## config.mk

```make
export PLATFORM = sky130hd
export DESIGN_NAME = uart_rx_deserializer
export DESIGN_NICKNAME = d
export VERILOG_FILES = /design/src/rtl/uart_rx_deserializer.sv
export SDC_FILE = /design/constraint.sdc
export NUM_CORES = 1
export LEC_CHECK = 0
export BUFFER_PORTS_ARGS = -buffer_cell sky130_fd_sc_hd__buf_2
export CORE_MARGIN = 2
export CORE_UTILIZATION = 50
export DETAILED_ROUTE_END_ITERATION = 12
export GPL_TIMING_DRIVEN = 0
export PLACE_DENSITY = 0.78
export SYNTH_ARGS = -nofsm -noshare
export SYNTH_HDL_FRONTEND = slang
export SYNTH_SLANG_ARGS = --single-unit
```

## constraint.sdc

```tcl
create_clock -name clk -period 1.5 [get_ports clk]
set_input_delay 0.3 -clock clk [delete_from_list [all_inputs] [get_ports clk]]
set_output_delay 0.3 -clock clk [all_outputs]
set_load 0.01 [all_outputs]
```

## src/rtl/uart_rx_deserializer.sv

```systemverilog
// UART receive deserializer: synchronises rx, samples each bit at its centre,
// checks parity/stop and hands characters out through a one-entry valid/ready register.
module uart_rx_deserializer #(
  parameter int CLKS_PER_BIT = 16,
  parameter int DATA_WIDTH   = 8,
  parameter int PARITY_EN    = 0,
  parameter int PARITY_ODD   = 0
) (
  input  logic                  clk,
  input  logic                  reset,
  input  logic                  rx,
  output logic [DATA_WIDTH-1:0] data_out,
  output logic                  data_valid,
  input  logic                  data_ready,
  output logic                  parity_err,
  output logic                  framing_err,
  output logic                  overrun,
  output logic                  busy
);

  localparam int CNT_W = $clog2(CLKS_PER_BIT);
  localparam int IDX_W = (DATA_WIDTH > 1) ? $clog2(DATA_WIDTH) : 1;

  typedef enum logic [2:0] {IDLE, START, DATA, PARITY, STOP} state_t;

  state_t                  state_q;
  logic                    rx_meta_q, rx_s_q, rx_prev_q;
  logic [CNT_W-1:0]        cnt_q;
  logic [IDX_W-1:0]        idx_q;
  logic [DATA_WIDTH-1:0]   shift_q;
  logic                    perr_frame_q;
  logic [DATA_WIDTH-1:0]   data_q;
  logic                    valid_q, perr_q, ferr_q, ovr_q;

  logic half_end_d, bit_end_d, complete_d, load_d;

  assign half_end_d = (cnt_q == CNT_W'(CLKS_PER_BIT/2 - 1));
  assign bit_end_d  = (cnt_q == CNT_W'(CLKS_PER_BIT - 1));
  // The frame completes on the stop-bit sample itself, so the holding register loads in that cycle.
  assign complete_d = (state_q == STOP) && bit_end_d;
  assign load_d     = complete_d && (!valid_q || data_ready);

  always_ff @(posedge clk) begin
    if (reset) begin
      rx_meta_q    <= 1'b1;
      rx_s_q       <= 1'b1;
      rx_prev_q    <= 1'b1;
      state_q      <= IDLE;
      cnt_q        <= '0;
      idx_q        <= '0;
      perr_frame_q <= 1'b0;
      data_q       <= '0;
      valid_q      <= 1'b0;
      perr_q       <= 1'b0;
      ferr_q       <= 1'b0;
      ovr_q        <= 1'b0;
    end else begin
      rx_meta_q <= rx;
      rx_s_q    <= rx_meta_q;
      rx_prev_q <= rx_s_q;
      cnt_q     <= cnt_q + 1'b1;
      ovr_q     <= 1'b0;

      case (state_q)
        IDLE: begin
          cnt_q <= '0;
          if (rx_prev_q && !rx_s_q) state_q <= START;
        end
        START: begin
          if (half_end_d) begin
            cnt_q        <= '0;
            idx_q        <= '0;
            perr_frame_q <= 1'b0;
            state_q      <= rx_s_q ? IDLE : DATA;
          end
        end
        DATA: begin
          if (bit_end_d) begin
            // LSB arrives first, so shifting in from the top leaves bit 0 at the bottom.
            shift_q <= {rx_s_q, shift_q[DATA_WIDTH-1:1]};
            cnt_q   <= '0;
            idx_q   <= idx_q + 1'b1;
            if (idx_q == IDX_W'(DATA_WIDTH - 1))
              state_q <= (PARITY_EN != 0) ? PARITY : STOP;
          end
        end
        PARITY: begin
          if (bit_end_d) begin
            perr_frame_q <= (((^shift_q) ^ rx_s_q) != (PARITY_ODD != 0));
            cnt_q        <= '0;
            state_q      <= STOP;
          end
        end
        STOP: begin
          if (bit_end_d) begin
            cnt_q   <= '0;
            state_q <= IDLE;
          end
        end
        default: state_q <= IDLE;
      endcase

      if (load_d) begin
        data_q  <= shift_q;
        perr_q  <= perr_frame_q;
        ferr_q  <= !rx_s_q;
        valid_q <= 1'b1;
      end else begin
        if (complete_d) ovr_q <= 1'b1;
        if (valid_q && data_ready) valid_q <= 1'b0;
      end
    end
  end

  assign data_out    = data_q;
  assign data_valid  = valid_q;
  assign parity_err  = perr_q;
  assign framing_err = ferr_q;
  assign overrun     = ovr_q;
  assign busy        = (state_q != IDLE);

endmodule
```

Yosys cells after proc, flatten, opt, wreduce, memory -nomap -nowiden

Cells that the tools add are included.

Register bits after elaboration: 34
Latch bits: 0
Bits in writable memories: 0
ROM bits: 0
Output and inout bits: 13
Logic and storage cells: 69
Memories kept: 0

$add $sub $neg: 2
Multipliers: 0
Div/mod/pow operators: 0
$lt $le $gt $ge: 0
Equality and inequality tests: 13
Shift operators: 0
Muxes and demuxes: 20
Bitwise logic cells: 2
Reduce and logical (&&, ||, !) cells: 19

Operators by type and width:

| operator              | count |
|---|---|
| $mux W3               | 8 |
| $pmux W3 S5           | 1 |
| $ne A2 B2 Y1 const B  | 6 |
| $pmux W4 S3           | 1 |
| $reduce_and A3 Y1     | 3 |
| $mux W4               | 2 |
| $reduce_xor A8 Y1     | 1 |
| $eq A3 B2 Y1 const B  | 2 |
| $eq A3 B3 Y1 const B  | 2 |
| $pmux W3 S2           | 1 |
| $reduce_and A6 Y1     | 1 |
| $reduce_bool A2 Y1    | 3 |
| $mux W1               | 5 |
| $add A4 B1 Y4 const B | 1 |
| $eq A4 B3 Y1 const B  | 1 |
| $eq A4 B4 Y1 const B  | 1 |
| $logic_and A1 B1 Y1   | 4 |
| $add A3 B1 Y3 const B | 1 |
| $eq A3 B1 Y1 const B  | 1 |
| $logic_not A3 Y1      | 1 |
| $reduce_bool A3 Y1    | 1 |
| $reduce_or A3 Y1      | 1 |
| $logic_not A1 Y1      | 2 |
| $mux W2               | 1 |
| 5 further kinds       | 5 |

Depth between registers and ports, before layout

Gate-level depths: netlist (run 1).

Word-level depth: 4
Mapped depth: 6
Depth with buffers taken out: 6

Least setup slack after synthesis (run 1)

No wires, ideal clock.

Path kind: register to register
Start: register cnt_q[0]
End: register shift_q[0] (enable)
Setup time: 370 ps
Arrival time: 1226 ps
Path slack: -96 ps
Cell stages (with the launch flop): 5
Path buffers: 0
Clock period less this slack: 1596 ps
Cells stage by stage: dfxtp_1 > ha_1 > and3_1 > nand2_1 > nor2_1

Word-level cells in the longest chain between the ends: 2

Ends and longest elaborated chain:

| element                            | RTL line | source |
|---|---|---|
| start, declared                    | 28       | `logic [CNT_W-1:0] cnt_q;` |
| start signal, assigned             | 61       | `cnt_q <= cnt_q + 1'b1;` |
| $eq A4 B4 Y1                       | 38       | `assign bit_end_d = (cnt_q == CNT_W'(CLKS_PER_BIT - 1));` |
| $reduce_and A3 Y1 (no source line) | --       |  |
| end signal, assigned               | 80       | `shift_q <= {rx_s_q, shift_q[DATA_WIDTH-1:1]};` |
| end, declared                      | 30       | `logic [DATA_WIDTH-1:0] shift_q;` |

No other way between the ends.
A chain may end at the register's enable or synchronous reset.

Worst setup path in the final report (run 1)

Start: register state_q[1]
End: register state_q[1]

Word-level cells in the longest chain between the ends: 3

Ends and longest elaborated chain:

| element                                    | RTL line | source |
|---|---|---|
| start, declared                            | 26       | `state_t state_q;` |
| start signal, assigned                     | 74       | `state_q <= rx_s_q ? IDLE : DATA;` |
| start signal, assigned                     | 84       | `state_q <= (PARITY_EN != 0) ? PARITY : STOP;` |
| $eq A3 B2 Y1, or another cell as far along | 64       | `case (state_q)` |
| $ne A2 B2 Y1 (no source line)              | --       |  |
| $reduce_and A6 Y1 (no source line)         | --       |  |

Several ways; a longest one is shown, not always the timed one.

==> results.sh, run 1 <==
export IMPL_synth_warnings=0
export IMPL_grt_use_met3_pct=5.357
export IMPL_start_util_pct=52.86
export IMPL_dieHeight_um=58.00
export IMPL_yosysMostFrequentCell="dfxtp_1"
export IMPL_r2r_cells=4
export IMPL_antenna_found_initial=0
export IMPL_use_met1_pct=21.33
export IMPL_drtPass1Iterations=5
export IMPL_worstHoldPathType="in -> reg"
export IMPL_cts_root_buf="clkbuf_4"
export IMPL_critical_path_required_ns=1.76
export IMPL_final_cells=191
export IMPL_die_x_um=58.00
export IMPL_cts_buffer_depth=2
export IMPL_hold_viol=0
export IMPL_yosys_top_cells_count="dfxtp_1, nor2_1, mux2i_1"
export IMPL_setup_viol=0
export IMPL_power_density_nw_per_um2=915.9
export IMPL_path_clk_slew_ns=0.11
export IMPL_drt_initial_drc_count=16
export IMPL_hp_start="rx"
export IMPL_cp_start_kind="flip-flop"
export IMPL_max_cap_violations=0
export IMPL_hold_depth=2
export IMPL_num_antenna_cells=0
export IMPL_track_usage_pct=17.34
export IMPL_status="complete, no violations"
export IMPL_p_leak_nw=0.7588
export IMPL_path_max_fanout=10
export IMPL_gp_congestion=0.7673
export IMPL_end_kind="flip-flop"
export IMPL_htreeDepth=2
export IMPL_vias=1045
export IMPL_path_class="reg -> reg"
export IMPL_drive_gt1_share_pct=38.13
export IMPL_grt_pass1_vias=986
export IMPL_grt_pass1_wl_um=4312
export IMPL_post_dp_hpwl_um=1885
export IMPL_seq_area_frac_synth_pct=52.19
export IMPL_reg2reg_from="state_q[1]"
export IMPL_ioPinCount=17
export IMPL_drc=0
export IMPL_grt_max_degree=12
export IMPL_period_needed_ns=1.498
export IMPL_routed_wl_um=2660
export IMPL_area_growth_pct=24.12
export IMPL_synth_top_cell_area_share_pct=35.71
export IMPL_utilization_pct=65.61
export IMPL_numCtsBuffers=5
export IMPL_ys_ff_latch=34
export IMPL_synth_area_leaders="dfxtp_1, edfxtp_1, mux2i_1, nor2_1, xor2_1"
export IMPL_crit_start="state_q[1]"
export IMPL_postSynth_asyncResetShare_pct=0
export IMPL_drt_wirelength_per_cell_um=13.93
export IMPL_synth_cells=134
export IMPL_clock_skew_final_ns=0.01049
export IMPL_p_total_mw=1.657
export IMPL_slew_viol_final=0
export IMPL_ant_nets=0
export IMPL_yosys_area_top_type="dfxtp_1"
export IMPL_clock_sinks=34
export IMPL_rsz0062_at_grt="yes"
export IMPL_die_area_um2=3363
export IMPL_synth_edf_count=8
export IMPL_avgViaCountPerCell=5.471
export IMPL_ir_drop_mv=0.7933
export IMPL_clk_latency_ns=0.34
export IMPL_clock_fmax_ghz=0.6675
export IMPL_cts_tree="built"
export IMPL_port_buffers=15
export IMPL_yosysUniqueCellTypes=34
export IMPL_num_rows=19
export IMPL_syn_area_um2=1458
export IMPL_synth_flop_cell="dfxtp_1"
export IMPL_synth_nets=141
export IMPL_ctsHoldBuffers=0
export IMPL_tightest_slew_ns=0.5460
export IMPL_fin_crit_sh_pct=99.87
export IMPL_grt_util_met2_pct=28.08
export IMPL_core_area_um2=2758
export IMPL_grt_overflow=0
export IMPL_critPathArrivalTime_ns=1.76
export IMPL_top_usage_layer="met2"
export IMPL_fin_nets=166
export IMPL_avgSynthCellArea_um2=10.88
export IMPL_dp_cells=180
export IMPL_slew_headroom_pct=63.60
## placed cells by master, fill, tap and decap left out, types with 4 or more instances in the layout
cell	instances
dfxtp_1	17
buf_2	14
nor2_1	13
mux2i_1	9
dfxtp_2	9
edfxtp_1	8
a21oi_1	6
buf_6	5
xor2_1	5
clkbuf_4	5
nand3b_1	4
nand3_1	4
buf_4	4
## state kept, by name (all words and copies together) (netlist names)
| register | count |
|---|---|
| data_out | 8 |
| shift_q | 8 |
| cnt_q | 4 |
| idx_q | 3 |
| state_q | 3 |
| data_valid | 1 |
| framing_err | 1 |
| overrun | 1 |
| parity_err | 1 |
| perr_frame_q | 1 |
| rx_meta_q | 1 |
| rx_prev_q | 1 |
| rx_s_q | 1 |
## worst paths after layout
| path | endpoint | slack [ns] |
|---|---|---|
| max | state_q[1] | 0.002 |
| max reg2reg | state_q[1] | 0.002 |
| min | rx_meta_q | 0.13 |
| min reg2reg | rx_s_q | 0.42 |
## layer usage
metal	share of wire (%)	wire length (µm)
met3	4.4	117
met4	1.7	44
met5	0	0
met2	51	1363
met1	43	1134
## critical path: stages, from the launching register on
cell and delay, ns:
dfxtp_2 0.34, buf_6 0.13, or4b_4 0.52, or3_1 0.31, a21oi_1 0.12
## report_power, final
group	internal, mW	total [mW]	switching (mW)
Sequential	0.948	0.961	0.0131
Clock	0.225	0.530	0.305
Combinational	0.0864	0.167	0.0801
## cell type report
type | count | area, µm²
clock buffers | 6 | 51.30
fillers | 217 | 948.4
plain buffers | 7 | 56.30
clock inverters | 2 | 12.51
repair buffers | 19 | 111.4
inverters | 1 | 3.754
flip-flops and latches | 34 | 772.0
well taps | 31 | 38.79
multi-input cells | 91 | 763.2
## cells by family after synthesis
family	share of synthesized area (%)
compound gates	6.609
xor+xnor	6.952
fa+ha+maj	2.575
buf+inv	3.604
flops	52.19
mux	7.640
simple gates	20.43
## what timing repair did
action                                 4_1_cts  5_1_grt
cloned                                       0        0
gates resized for setup                     19       17
endpoints found under the hold margin        0        0
setup endpoints to repair                   26       19
setup buffers                                1        3
pin swaps                                    5       10
## through the flow
step            TNS, ns  hold slack [ns]  instance area [µm²]  worst slack (ns)
2_1_floorplan         0           0.3895                 1460           0.03352
3_3_place_gp     -2.010           0.3971                 1574           -0.1711
3_5_place_dp     -3.255           0.3968                 1574           -0.2315
4_1_cts        -0.02129           0.1357                 1730          -0.01425
5_1_grt         -0.2610           0.1259                 1809          -0.04906
6_report              0           0.1338                 1809          0.001983
No activity file was read; power rests on OpenSTA's default activity.
==> run 2: changes to the inputs <==
ABC_AREA = 1   (was unset)
PLACE_DENSITY = 0.77   (was 0.78)
==> run 2 against run 1 <==
  * Sequential power up 10%
  * Combinational power increased to 3.0 times the previous value
  * Total power increased by 26%
  * Worst setup slack gained 0.058 ns
  * Critical path type is now reg -> out
  * Fmax grew 4.0%
  * First-iteration DRC count grew to 3.1 times the previous value
==> results.sh, run 2 <==
export IMPL_p_comb_share_pct=24.0
export IMPL_die_x_um=59.68
export IMPL_htreeDepth=2
export IMPL_die_area_um2=3562
export IMPL_vias=1270
export IMPL_power_density_nw_per_um2=1150
export IMPL_synthSimpleGateAreaFrac_pct=31.96
export IMPL_status="complete, no violations"
export IMPL_cts_tree="built"
export IMPL_synth_cells=195
export IMPL_synth_top_family_by_area="simple AND/OR/NAND/NOR gates"
export IMPL_yosys_area_top_type="dfxtp_1"
export IMPL_track_usage_pct=18.10
export IMPL_clockPowerShare_pct=25.3
export IMPL_power_frac_seq_pct=50.7
export IMPL_grt_overflow=0
export IMPL_ir_drop_mv=0.8629
export IMPL_avgSynthCellArea_um2=7.950
export IMPL_syn_area_um2=1550
export IMPL_cts_root_buf="clkbuf_4"
export IMPL_tightest_slew_ns=0.5873
export IMPL_drive_gt1_share_pct=25.45
export IMPL_avgViaCountPerCell=4.942
export IMPL_yosysUniqueCellTypes=26
export IMPL_routed_wl_um=2872
export IMPL_muxShareOfSynthArea_pct=0
export IMPL_final_cell_mix="nand2_1, dfxtp_1, inv_1, buf_2"
export IMPL_final_common_cell="nand2_1"
export IMPL_synth_warnings=0
export IMPL_end_kind="output pin"
export IMPL_fin_crit_sh_pct=96.03
export IMPL_drt_initial_drc_count=50
export IMPL_utilization_pct=60.50
export IMPL_clock_skew_final_ns=0.009178
export IMPL_seq_area_frac_synth_pct=49.07
export IMPL_cp_start_kind="flip-flop"
export IMPL_setup_viol=0
export IMPL_drtPass1Iterations=4
export IMPL_hold_viol=0
export IMPL_path_max_fanout=6
export IMPL_cts_buffer_depth=2
export IMPL_p_leak_nw=0.8099
export IMPL_path_clk_slew_ns=0.10
export IMPL_drt_wirelength_per_cell_um=11.18
export IMPL_synth_nets=202
export IMPL_p_sw_mw=0.6613
export IMPL_synthAdderAreaFrac_pct=2.421
export IMPL_period_needed_ns=1.440
export IMPL_port_buffers=16
export IMPL_final_setup_tns_ns=0
export IMPL_synth_compound_area_share_pct=8.555
export IMPL_num_rows=20
export IMPL_max_cap_violations=0
export IMPL_ant_nets=0
export IMPL_num_antenna_cells=0
export IMPL_synth_area_leaders="dfxtp_1, edfxtp_1, nand2_1, a21oi_1, inv_1"
export IMPL_ys_ff_latch=34
export IMPL_post_dp_hpwl_um=1982
export IMPL_rsz0062_at_grt="yes"
export IMPL_intPower_mw=1.429
export IMPL_ioPinCount=17
export IMPL_grt_max_degree=11
export IMPL_fin_nets=230
export IMPL_numCtsBuffers=5
export IMPL_yosysMostFrequentCell="nand2_1"
export IMPL_slew_viol_final=0
export IMPL_postSynth_asyncResetShare_pct=0
export IMPL_antenna_found_initial=0
export IMPL_path_class="reg -> out"
export IMPL_area_growth_pct=17.19
export IMPL_drc=0
export IMPL_synthXorXnorAreaFrac_pct=1.130
export IMPL_core_area_um2=3003
export IMPL_grt_pass1_vias=1098
export IMPL_synth_edf_count=8
export IMPL_clock_sinks=34
export IMPL_critical_path_required_ns=1.20
export IMPL_synth_top_cell_area_share_pct=33.58
export IMPL_start_util_pct=51.63
export IMPL_synth_flop_cell="dfxtp_1"
export IMPL_clk_latency_ns=0.34
export IMPL_slew_headroom_pct=60.85
export IMPL_critPathArrivalTime_ns=1.14
export IMPL_p_total_mw=2.090
export IMPL_grt_pass1_wl_um=4685
export IMPL_gp_congestion=0.8440
export IMPL_dieHeight_um=59.68
export IMPL_clock_fmax_ghz=0.6942
export IMPL_worstHoldPathType="in -> reg"
export IMPL_yosys_top_cells_count="nand2_1, dfxtp_1, inv_1"
export IMPL_p_sw_share_pct=31.64
## run 2: changes by cell type in the layout (fill, tap and decap cells not counted), moves of 3 or more
cell      delta
a21oi_1      +9
buf_2        +3
buf_6        -3
dfxtp_1      +5
dfxtp_2      -5
inv_1       +19
mux2i_1      -9
nand2_1     +59
nand2b_1     -3
nand3_1     +11
nand3b_1     -4
o21ai_0      -3
xor2_1       -4
## run 2: worst max-delay path, cell delays in order (launching register included)
cell,delay (ns)
dfxtp_2,0.38
nor3_2,0.22
inv_1,0.07
buf_2,0.14
## run 2: through the flow
step / setup slack, ns / cell area, µm² / instances / hold slack [ns]
final: 0.05956 / 1817 / 257 / 0.1531
after global routing: -0.05357 / 1817 / 257 / 0.1436
after CTS: 0.001604 / 1799 / 256 / 0.1457
after detailed placement: -0.1756 / 1674 / 244 / 0.4125
after global placement: -0.1576 / 1674 / 244 / 0.3941
after floorplan: 0.05823 / 1553 / 195 / 0.3895
## run 2: layout make-up
type / count / area [µm²]
repair buffers: 21 / 121.4
clock buffers: 7 / 55.05
fillers: 280 / 1186
flip-flops and latches: 34 / 765.7
multi-input cells: 135 / 721.9
clock inverters: 1 / 5.005
inverters: 22 / 82.58
well taps: 33 / 41.29
plain buffers: 4 / 23.77
## run 2: power groups by stage
stage / registers (mW) / logic (mW) / clock network (mW)
finish: 1.06 / 0.501 / 0.528
global route: 1.07 / 0.571 / 0.584
CTS: 1.06 / 0.504 / 0.542
detailed placement: 1.07 / 0.432 / 0
global placement: 1.07 / 0.428 / 0
floorplan: 1.06 / 0.355 / 0
## run 2: routing by layer
| metal | GRT usage [%] | wire (µm) | up-vias |
|---|---|---|---|
| li1 | - | - | 681 |
| met1 | 21.48 | 1374 | 567 |
| met2 | 30.90 | 1366 | 15 |
| met3 | 4.545 | 93 | 7 |
| met4 | 7.619 | 37 | 0 |
| met5 | 0 | 0 | - |
## run 2: logic make-up after synthesis
logic type                 count (synthesis)
AOI/OAI and AO/OA                         22
xor gates and xnor gates                   2
adders and majority gates                  3
buffers and inverters                     26
DFF                                       34
and+or+nand+nor                          108
## run 2: final timing paths
| check | startpoint | end | slack, ns | cells after the start |
|---|---|---|---|---|
| max | state_q[2] | busy | 0.06 | 3 |
| min | rx | rx_meta_q | 0.15 | 2 |
| max reg2reg | cnt_q[0] | state_q[1] | 0.07 | 9 |
| min reg2reg | rx_meta_q | rx_s_q | 0.44 | 1 |
## run 2: repair_timing
item,CTS,global route
pin swaps,3,3
buffers inserted,4,1
setup endpoints to repair,24,25
hold buffers,0,0
gates resized for setup,10,4
